**src/rtl/vga_timing_pkg.sv**
```systemverilog
// vga_timing_pkg: shared timing constants and types for the VGA timing block.
//  - Default 640x480@60Hz timing (25 MHz pixel rate from a 50 MHz clock).
//  - vga_out_t bundles the registered stage-1 decode so it moves as one value.
package vga_timing_pkg;

  localparam int COORD_W = 10;

  localparam int H_VISIBLE_DEF = 640;
  localparam int H_FRONT_DEF   = 16;
  localparam int H_SYNC_DEF    = 96;
  localparam int H_BACK_DEF    = 48;
  localparam int V_VISIBLE_DEF = 480;
  localparam int V_FRONT_DEF   = 10;
  localparam int V_SYNC_DEF    = 2;
  localparam int V_BACK_DEF    = 33;
  localparam int CLK_DIV_DEF   = 2;

  typedef struct packed {
    logic               hs;
    logic               vs;
    logic               pix_en;
    logic               video_on;
    logic               line_start;
    logic               frame_start;
    logic [COORD_W-1:0] pix_x;
    logic [COORD_W-1:0] pix_y;
  } vga_out_t;

  // Counter width for a modulus, never below one bit (CLK_DIV=1 still needs a reg).
  function automatic int cnt_w(int n);
    return (n > 1) ? $clog2(n) : 1;
  endfunction

endpackage

```
**src/rtl/vga_timing_if.sv**
```systemverilog
// vga_timing_if: timing outputs from vga_timing to the connector and renderer.
//  master: driven by vga_timing.  slave: consumed by the renderer / pins.
//  hs_vga, vs_vga      sync pulses (level set by SYNC_ACT)
//  pix_en              one-clk strobe per pixel period
//  video_on            (pix_x,pix_y) inside the visible area
//  pix_x, pix_y        raw counters
//  line_start          first clk of pixel (0,y)
//  frame_start         first clk of pixel (0,0)
interface vga_timing_if;
  import vga_timing_pkg::*;

  logic               hs_vga;
  logic               vs_vga;
  logic               pix_en;
  logic               video_on;
  logic [COORD_W-1:0] pix_x;
  logic [COORD_W-1:0] pix_y;
  logic               line_start;
  logic               frame_start;

  modport master (
    output hs_vga, vs_vga, pix_en, video_on, pix_x, pix_y, line_start, frame_start
  );

  modport slave (
    input hs_vga, vs_vga, pix_en, video_on, pix_x, pix_y, line_start, frame_start
  );

endinterface

```
**src/rtl/vga_timing_mod_counter.sv**
```systemverilog
// mod_counter: modulo-MOD up counter with enable.
//  clk_50MHz  in  clock
//  reset      in  async active-high reset, clears count
//  en         in  advance by one when high
//  count      out current value 0..MOD-1
//  wrap       out count is at MOD-1 (terminal count, not qualified by en)
module mod_counter #(
  parameter int MOD = 800,
  parameter int W   = 10
) (
  input  logic         clk_50MHz,
  input  logic         reset,
  input  logic         en,
  output logic [W-1:0] count,
  output logic         wrap
);

  assign wrap = (count == W'(MOD - 1));

  always_ff @(posedge clk_50MHz or posedge reset) begin
    if (reset)   count <= '0;
    else if (en) count <= wrap ? '0 : count + W'(1);
  end

endmodule

```
**src/rtl/vga_timing.sv**
```systemverilog
// vga_timing: VGA sync/coordinate generator.
//  clk_50MHz  in  system clock
//  reset      in  async active-high reset
//  vga        out vga_timing_if.master (syncs, pixel strobe, coordinates, strobes)
// Stage 0: clock divider plus h/v counters. Stage 1: registered decode of the
// stage-0 state, so every output sits exactly one clk behind the counters and
// all outputs are mutually aligned.
module vga_timing
  import vga_timing_pkg::*;
#(
  parameter int H_VISIBLE = H_VISIBLE_DEF,
  parameter int H_FRONT   = H_FRONT_DEF,
  parameter int H_SYNC    = H_SYNC_DEF,
  parameter int H_BACK    = H_BACK_DEF,
  parameter int V_VISIBLE = V_VISIBLE_DEF,
  parameter int V_FRONT   = V_FRONT_DEF,
  parameter int V_SYNC    = V_SYNC_DEF,
  parameter int V_BACK    = V_BACK_DEF,
  parameter int CLK_DIV   = CLK_DIV_DEF,
  parameter bit SYNC_ACT  = 1'b0
) (
  input  logic         clk_50MHz,
  input  logic         reset,
  vga_timing_if.master vga
);

  localparam int H_TOTAL = H_VISIBLE + H_FRONT + H_SYNC + H_BACK;
  localparam int V_TOTAL = V_VISIBLE + V_FRONT + V_SYNC + V_BACK;
  localparam int DIV_W   = cnt_w(CLK_DIV);

  localparam logic [COORD_W-1:0] H_VIS    = COORD_W'(H_VISIBLE);
  localparam logic [COORD_W-1:0] V_VIS    = COORD_W'(V_VISIBLE);
  localparam logic [COORD_W-1:0] HS_START = COORD_W'(H_VISIBLE + H_FRONT);
  localparam logic [COORD_W-1:0] HS_END   = COORD_W'(H_VISIBLE + H_FRONT + H_SYNC - 1);
  localparam logic [COORD_W-1:0] VS_START = COORD_W'(V_VISIBLE + V_FRONT);
  localparam logic [COORD_W-1:0] VS_END   = COORD_W'(V_VISIBLE + V_FRONT + V_SYNC - 1);
  localparam logic [DIV_W-1:0]   DIV_LAST = DIV_W'(CLK_DIV - 1);

  logic [DIV_W-1:0]   div_cnt;
  logic               pix_tick;
  logic [COORD_W-1:0] h_cnt;
  logic [COORD_W-1:0] v_cnt;
  logic               h_wrap;
  logic               v_wrap_unused;  // v terminal count has no consumer
  vga_out_t           nxt;
  vga_out_t           out_q;

  // ---- stage 0: counters ----
  assign pix_tick = (div_cnt == DIV_LAST);

  always_ff @(posedge clk_50MHz or posedge reset) begin
    if (reset) div_cnt <= '0;
    else       div_cnt <= pix_tick ? '0 : div_cnt + DIV_W'(1);
  end

  mod_counter #(.MOD(H_TOTAL), .W(COORD_W)) u_h_cnt (
    .clk_50MHz (clk_50MHz),
    .reset     (reset),
    .en        (pix_tick),
    .count     (h_cnt),
    .wrap      (h_wrap)
  );

  // v steps on the same tick that h wraps, so (799,524)->(0,0) happens in one tick.
  mod_counter #(.MOD(V_TOTAL), .W(COORD_W)) u_v_cnt (
    .clk_50MHz (clk_50MHz),
    .reset     (reset),
    .en        (pix_tick && h_wrap),
    .count     (v_cnt),
    .wrap      (v_wrap_unused)
  );

  // ---- stage 1: decode ----
  always_comb begin
    nxt             = '0;
    nxt.hs          = (h_cnt >= HS_START && h_cnt <= HS_END) ? SYNC_ACT : ~SYNC_ACT;
    nxt.vs          = (v_cnt >= VS_START && v_cnt <= VS_END) ? SYNC_ACT : ~SYNC_ACT;
    nxt.pix_en      = (div_cnt == '0);
    nxt.video_on    = (h_cnt < H_VIS) && (v_cnt < V_VIS);
    nxt.line_start  = nxt.pix_en && (h_cnt == '0);
    nxt.frame_start = nxt.line_start && (v_cnt == '0);
    nxt.pix_x       = h_cnt;
    nxt.pix_y       = v_cnt;
  end

  always_ff @(posedge clk_50MHz or posedge reset) begin
    if (reset) begin
      out_q    <= '0;
      out_q.hs <= ~SYNC_ACT;
      out_q.vs <= ~SYNC_ACT;
    end else begin
      out_q    <= nxt;
    end
  end

  assign vga.hs_vga      = out_q.hs;
  assign vga.vs_vga      = out_q.vs;
  assign vga.pix_en      = out_q.pix_en;
  assign vga.video_on    = out_q.video_on;
  assign vga.line_start  = out_q.line_start;
  assign vga.frame_start = out_q.frame_start;
  assign vga.pix_x       = out_q.pix_x;
  assign vga.pix_y       = out_q.pix_y;

endmodule

```
**src/flat_wrapper.sv**
```systemverilog
// flat-port wrapper written by rule: the top's interface ports become plain ports
module vga_timing_flat import vga_timing_pkg::*;
#(
  parameter int H_VISIBLE = H_VISIBLE_DEF,
  parameter int H_FRONT   = H_FRONT_DEF,
  parameter int H_SYNC    = H_SYNC_DEF,
  parameter int H_BACK    = H_BACK_DEF,
  parameter int V_VISIBLE = V_VISIBLE_DEF,
  parameter int V_FRONT   = V_FRONT_DEF,
  parameter int V_SYNC    = V_SYNC_DEF,
  parameter int V_BACK    = V_BACK_DEF,
  parameter int CLK_DIV   = CLK_DIV_DEF,
  parameter bit SYNC_ACT  = 1'b0
)
  (clk_50MHz, reset, vga_hs_vga, vga_vs_vga, vga_pix_en, vga_video_on, vga_pix_x, vga_pix_y, vga_line_start, vga_frame_start);
  vga_timing_if vga_i ();
  input  logic clk_50MHz;
  input  logic reset;
  output wire logic [$bits(vga_i.hs_vga)-1:0] vga_hs_vga;
  output wire logic [$bits(vga_i.vs_vga)-1:0] vga_vs_vga;
  output wire logic [$bits(vga_i.pix_en)-1:0] vga_pix_en;
  output wire logic [$bits(vga_i.video_on)-1:0] vga_video_on;
  output wire logic [$bits(vga_i.pix_x)-1:0] vga_pix_x;
  output wire logic [$bits(vga_i.pix_y)-1:0] vga_pix_y;
  output wire logic [$bits(vga_i.line_start)-1:0] vga_line_start;
  output wire logic [$bits(vga_i.frame_start)-1:0] vga_frame_start;
  assign vga_hs_vga = vga_i.hs_vga;
  assign vga_vs_vga = vga_i.vs_vga;
  assign vga_pix_en = vga_i.pix_en;
  assign vga_video_on = vga_i.video_on;
  assign vga_pix_x = vga_i.pix_x;
  assign vga_pix_y = vga_i.pix_y;
  assign vga_line_start = vga_i.line_start;
  assign vga_frame_start = vga_i.frame_start;
  vga_timing #(.H_VISIBLE(H_VISIBLE), .H_FRONT(H_FRONT), .H_SYNC(H_SYNC), .H_BACK(H_BACK), .V_VISIBLE(V_VISIBLE), .V_FRONT(V_FRONT), .V_SYNC(V_SYNC), .V_BACK(V_BACK), .CLK_DIV(CLK_DIV), .SYNC_ACT(SYNC_ACT)) u_core (.clk_50MHz(clk_50MHz), .reset(reset), .vga(vga_i));
endmodule
```
**config.mk**
```make
export PLATFORM = sky130hd
export DESIGN_NAME = vga_timing_flat
export DESIGN_NICKNAME = d
export VERILOG_FILES = /design/src/rtl/vga_timing_pkg.sv /design/src/rtl/vga_timing_if.sv /design/src/rtl/vga_timing_mod_counter.sv /design/src/rtl/vga_timing.sv /design/src/flat_wrapper.sv
export SDC_FILE = /design/constraint.sdc
export NUM_CORES = 1
export LEC_CHECK = 0
export CAP_MARGIN = 0
export CORE_MARGIN = 2
export CORE_UTILIZATION = 40
export DETAILED_ROUTE_END_ITERATION = 10
export GPL_TIMING_DRIVEN = 0
export HOLD_SLACK_MARGIN = 0.06
export PLACE_DENSITY = 0.72
export SLEW_MARGIN = 20
export SYNTH_ARGS = -nofsm -noshare
export SYNTH_HDL_FRONTEND = slang
export SYNTH_SLANG_ARGS = --single-unit
```
**constraint.sdc**
```tcl
create_clock -name clk_50MHz -period 3.53 [get_ports clk_50MHz]
set_input_delay 0.706 -clock clk_50MHz [delete_from_list [all_inputs] [get_ports clk_50MHz]]
set_output_delay 0.706 -clock clk_50MHz [all_outputs]
set_load 0.02 [all_outputs]
```
==> Word level (Yosys, flattened, before mapping) <==
Cells that the tools add are included.
{ "word_totals": {"inputBits": 2, "regBits": 47} }
{ "op_classes": {"muxes": 5, "add_sub_neg": 3, "n_lt_le_gt_ge": 6, "n_reduce_logical": 8, "eq_ne": 2, "bitwise": 1} }
{ "op_table": {"columns": ["cell", "count"], "rows": [
  ["$add 10x1->10 const B", 2],
  ["$eq 10x10->1 const B", 2],
  ["$logic_not 10->1", 2],
  ["$mux 10", 2],
  ["$ge 10x10->1 const B", 1],
  ["$ge 10x9->1 const B", 1],
  ["$le 10x10->1 const B", 1],
  ["$le 10x9->1 const B", 1],
  ["$lt 10x10->1 const B", 1],
  ["$lt 10x9->1 const B", 1],
  ["$logic_and 1x1->1", 6],
  ["$mux 1", 3],
  ["$add 1x1->1 const B", 1],
  ["$not 1->1", 1]
]} }

==> Logic depth before layout (Yosys ltp) <==
{ "depth": {"word_depth": 3, "ltp_mapped": 6, "depth_no_buf": 6} }

==> Hierarchy <==
From an unflattened synthesis, not the netlist that was laid out.
{ "hier_totals": {"cells_unflattened": 154, "area_unflattened_um2": 1820.5} }
{ "modules_own_cells": {"columns": ["module", "area_per_inst_um2", "seq_area_each_um2", "n_inst", "cells_each"], "rows": [
  ["vga_timing", 773.2, 653.1, 1, 48],
  ["mod_counter at u_core.u_v_cnt", 536.8, 250.2, 1, 55],
  ["mod_counter at u_core.u_h_cnt", 510.5, 250.2, 1, 51]
]} }

==> Worst setup path before layout <==
OpenSTA, ideal clock, no wires.
{ "synth_timing": {"path_type": "reg2reg", "from": "register u_core.div_cnt", "to": "register u_core.u_h_cnt.count[9]", "path_stages_with_launch": 6, "setup_ns": 0.131, "arrival_ns": 1.519, "path_slack_ns": 1.880, "synth_period_minus_slack_ns": 1.650, "path_cell_list": "dfrtp_1 -> buf_2 -> and4_1 -> nand2_1 -> o211a_1 -> or3_1"} }
{ "synth_rtl": {"columns": ["element", "line", "rtl"], "rows": [
  ["start: declaration", "vga_timing.sv:39", "logic [DIV_W-1:0] div_cnt;"],
  ["start signal: assignment", "vga_timing.sv:53", "else div_cnt <= pix_tick ? '0 : div_cnt + DIV_W'(1);"],
  ["end signal: assignment", "vga_timing_mod_counter.sv:22", "else if (en) count <= wrap ? '0 : count + W'(1);"],
  ["end: declaration", "vga_timing_mod_counter.sv:14", "output logic [W-1:0] count,"]
]} }

==> Worst setup path in the final report <==
{ "layout_timing": {"from": "register u_core.out_q (netlist bit u_core.vga.hs_vga)", "to": "output port vga_hs_vga"} }
{ "layout_rtl": {"columns": ["element", "line", "rtl"], "rows": [
  ["start: declaration", "vga_timing.sv:46", "vga_out_t out_q;"],
  ["start signal: assignment", "vga_timing.sv:92", "out_q <= nxt;"],
  ["end: declaration", "flat_wrapper.sv:19", "output wire logic [$bits(vga_i.hs_vga)-1:0] vga_hs_vga;"]
]} }
No word-level cell between the ends.

==> flow_metrics.py <==
metrics = {
    "finish": {
        "final_common_cell": "dfrtp_1",
        "antenna_cells": 0,
        "final_cell_mix": "dfrtp_1, clkdlybuf4s50_1, nand3_1",
        "final_nets": 186,
        "n_fill_cell": 367,
        "area_growth_pct": 25.8,
        "drive_gt1_frac": 0.105,
    },
    "detailed_routing": {
        "via_per_inst": 5.23,
        "first_iter_violations": 65,
        "dr.pass1.iters": 4,
        "ant_nets": 0,
        "wire_per_inst_um": 14.4,
        "vias": 1218,
        "drt-total-wl_mm": 3.36,
        "drc": 0,
    },
    "setup_path": {
        "end_kind": "output pin",
        "worstPathMaxFanout": 1,
        "reg2reg_to": "u_core.u_v_cnt.count[6]",
        "cp.arrival_ns": 1.43,
        "worst_r2r_path_depth": 5,
        "critPathBufInv": 1,
        "path_cells": "clkdlybuf4s50_1",
        "rrSetupSlack_ns": 1.62,
        "required_ns": 2.82,
        "cp_top_family": "buffers and inverters",
        "cp-start-kind": "flip-flop",
        "r2r-start": "u_core.u_h_cnt.count[0]",
        "critPathKind": "reg2out",
        "cp_slowest_stage_delay_ns": 0.60,
        "cpMaxStageDelayCell": "clkdlybuf4s50_1",
    },
    "clock_network": {
        "tritoncts": "yes",
        "h-tree-depth": 2,
        "worstSkewPairLatency_ns": 0.31,
        "clkTransAtPathRegs_ns": 0.08,
        "clockBufferDepth": 2,
        "postCtsHoldBufs": 0,
        "cts_sinks": 46,
        "cts_setup_buffers": 0,
        "cts-resized-gates": 0,
        "cts_made_buffers": 5,
        "clock-root-buffer": "clkbuf_8",
    },
    "synth": {
        "async_flop_share": 1.00,
        "synth_fa_ha_area_frac": 0.0277,
        "seq_area_frac_synth": 0.639,
        "synth_top_area_frac": 0.610,
        "synth_warnings": 0,
        "syn_avg_cell_area_sq_um": 12.5,
        "syn_area_sq_mm": 0.00181,
        "synth-compound-area-share": 0.0582,
        "synth.area.top_cells": "dfrtp_1, nand3_1, xnor2_1",
        "synth_xor_area_frac": 0.0485,
        "synthesis.nets": 151,
        "synth_top_family_by_area": "simple AND/OR/NAND/NOR gates",
        "synth_edf_count": 0,
        "synth_ff_type": "dfrtp_1",
        "netlist.top_cell.by_area": "dfrtp_1",
        "synth_cell_types": 39,
        "ys_seq_elements": 46,
        "muxShareOfSynthArea": 0.00554,
        "synth-simple-area-share": 0.195,
        "syn-instance-count": 145,
    },
    "place": {
        "io_buffer_count": 27,
        "place_congestion": 0.788,
        "dp_hpwl_mm": 2.34,
    },
    "global_routing": {
        "grt_pass1_vias": 1227,
        "grt-busiest-layer": "met2",
        "track_usage": 0.147,
        "grt-ovfl-total": 0,
        "met1_usage": 0.173,
        "grt_max_degree": 32,
        "grt_use_met2": 0.239,
        "antenna_found_initial": 0,
        "grt_pass1_wl_mm": 5.66,
        "use_met3": 0.0370,
    },
    "timing": {
        "slew_headroom": 0.539,
        "fmax_ghz": 0.468,
        "report.final.slew_viol_count": 0,
        "setup_viol": 0,
        "fin_worst_skew_ns": 0.00562,
        "hold_viol_final": 0,
        "rsz0062_at_grt": "no",
        "min_period_ns": 2.14,
        "worst_pin_slew_ns": 0.685,
        "setup_tns_ns": 0,
        "fin_crit_sh": 0.605,
    },
    "power": {
        "peakVddDrop_v": 0.000204,
        "power_density_mw_per_mm2": 398,
        "finalPower_mw": 0.905,
        "p_leak_nw": 1.01,
    },
    "floorplanning": {
        "core_sq_mm": 0.00435,
        "die_area_sq_mm": 0.00507,
        "fp.dieW_um": 71.2,
        "die_h_um": 71.2,
        "start_util": 0.415,
        "io_pins": 28,
        "num_rows": 24,
    },
    "flow_run": {
        "cap_viol_max_count": 0,
    },
    "hold_path": {
        "hold_end": "u_core.vga.pix_x[4]",
        "min_path_type": "reg2reg",
        "hold_depth": 0,
        "min_from": "u_core.u_h_cnt.count[4]",
    },
    "run_status": {
        "status": "finished clean",
    },
}
[through the flow]
step,instances,worst slack [ns],instance area (sq um),hold slack (ns),utilization
after floorplan,145,1.74,1810,0.353,-
after CTS,233,1.38,2270,0.385,0.522
after global routing,233,1.35,2270,0.403,0.522
after detailed placement,225,1.64,2160,0.364,0.496
final,233,1.39,2270,0.382,0.522
after global placement,224,0.936,2140,0.365,0.492
[Yosys cell counts, drive strengths merged (2+ instances only)]
master	count
dfstp	2
ha	4
nor4	4
inv	8
nand3	14
dfrtp	44
nand2	7
or3	2
nor2	6
nor3	4
xor2	3
and4	4
xnor2	7
nand4	2
buf	2
o22ai	2
nor4b	2
and3	3
o21ai	8
[layer usage]
layer  routed length, um  vias to the layer above
met5                   0                        -
met4                  76                        0
met3                 121                        6
met2                1740                       28
met1                1420                      599
li1                    -                      585
[report_power, final]
| group | switching, mW | internal (mW) | total (mW) |
|---|---|---|---|
| Sequential | 0 | 0.527 | 0.527 |
| Combinational | 0.0101 | 0.00330 | 0.0134 |
| Clock | 0.167 | 0.197 | 0.365 |
| Total | 0.177 | 0.727 | 0.905 |
[area by class of cell]
cell class	instances	area, sq um	area share
plain buffers	3	17.5	0.00771
clock buffers	8	110	0.0485
inverters	8	30.0	0.0132
multi-input cells	88	604	0.266
flip-flops and latches	46	1150	0.508
well taps	52	65.1	0.0287
repair buffers	28	290	0.128
[sequential cells by signal (all words and copies together) (netlist names)]
| name | flops |
|---|---|
| u_core.u_v_cnt.count | 10 |
| u_core.vga.hs_vga | 1 |
| u_core.vga.video_on | 1 |
| u_core.u_h_cnt.count | 10 |
| u_core.vga.frame_start | 1 |
| u_core.div_cnt | 1 |
| u_core.vga.vs_vga | 1 |
| u_core.vga.line_start | 1 |
| u_core.vga.pix_y | 10 |
| u_core.vga.pix_x | 10 |
[kinds of logic after synthesis]
logic type      Yosys count
compound gates           17
xor+xnor                 10
fa+ha+maj                 4
buf+inv                  11
flops                    46
mux                       1
simple gates             56
[worst max-delay path by stage]
stage	slack [ns]	cells after the start	end	start
CTS	1.38	1	vga_hs_vga	u_core.vga.hs_vga
finish	1.39	1	vga_hs_vga	u_core.vga.hs_vga
global route	1.35	1	vga_hs_vga	u_core.vga.hs_vga
floorplan	1.74	1	u_core.div_cnt	reset
detailed placement	1.64	5	u_core.u_v_cnt.count[6]	u_core.u_h_cnt.count[0]
global placement	0.94	2	u_core.vga.pix_x[9]	reset
Power figures use the tool's default switching activity.
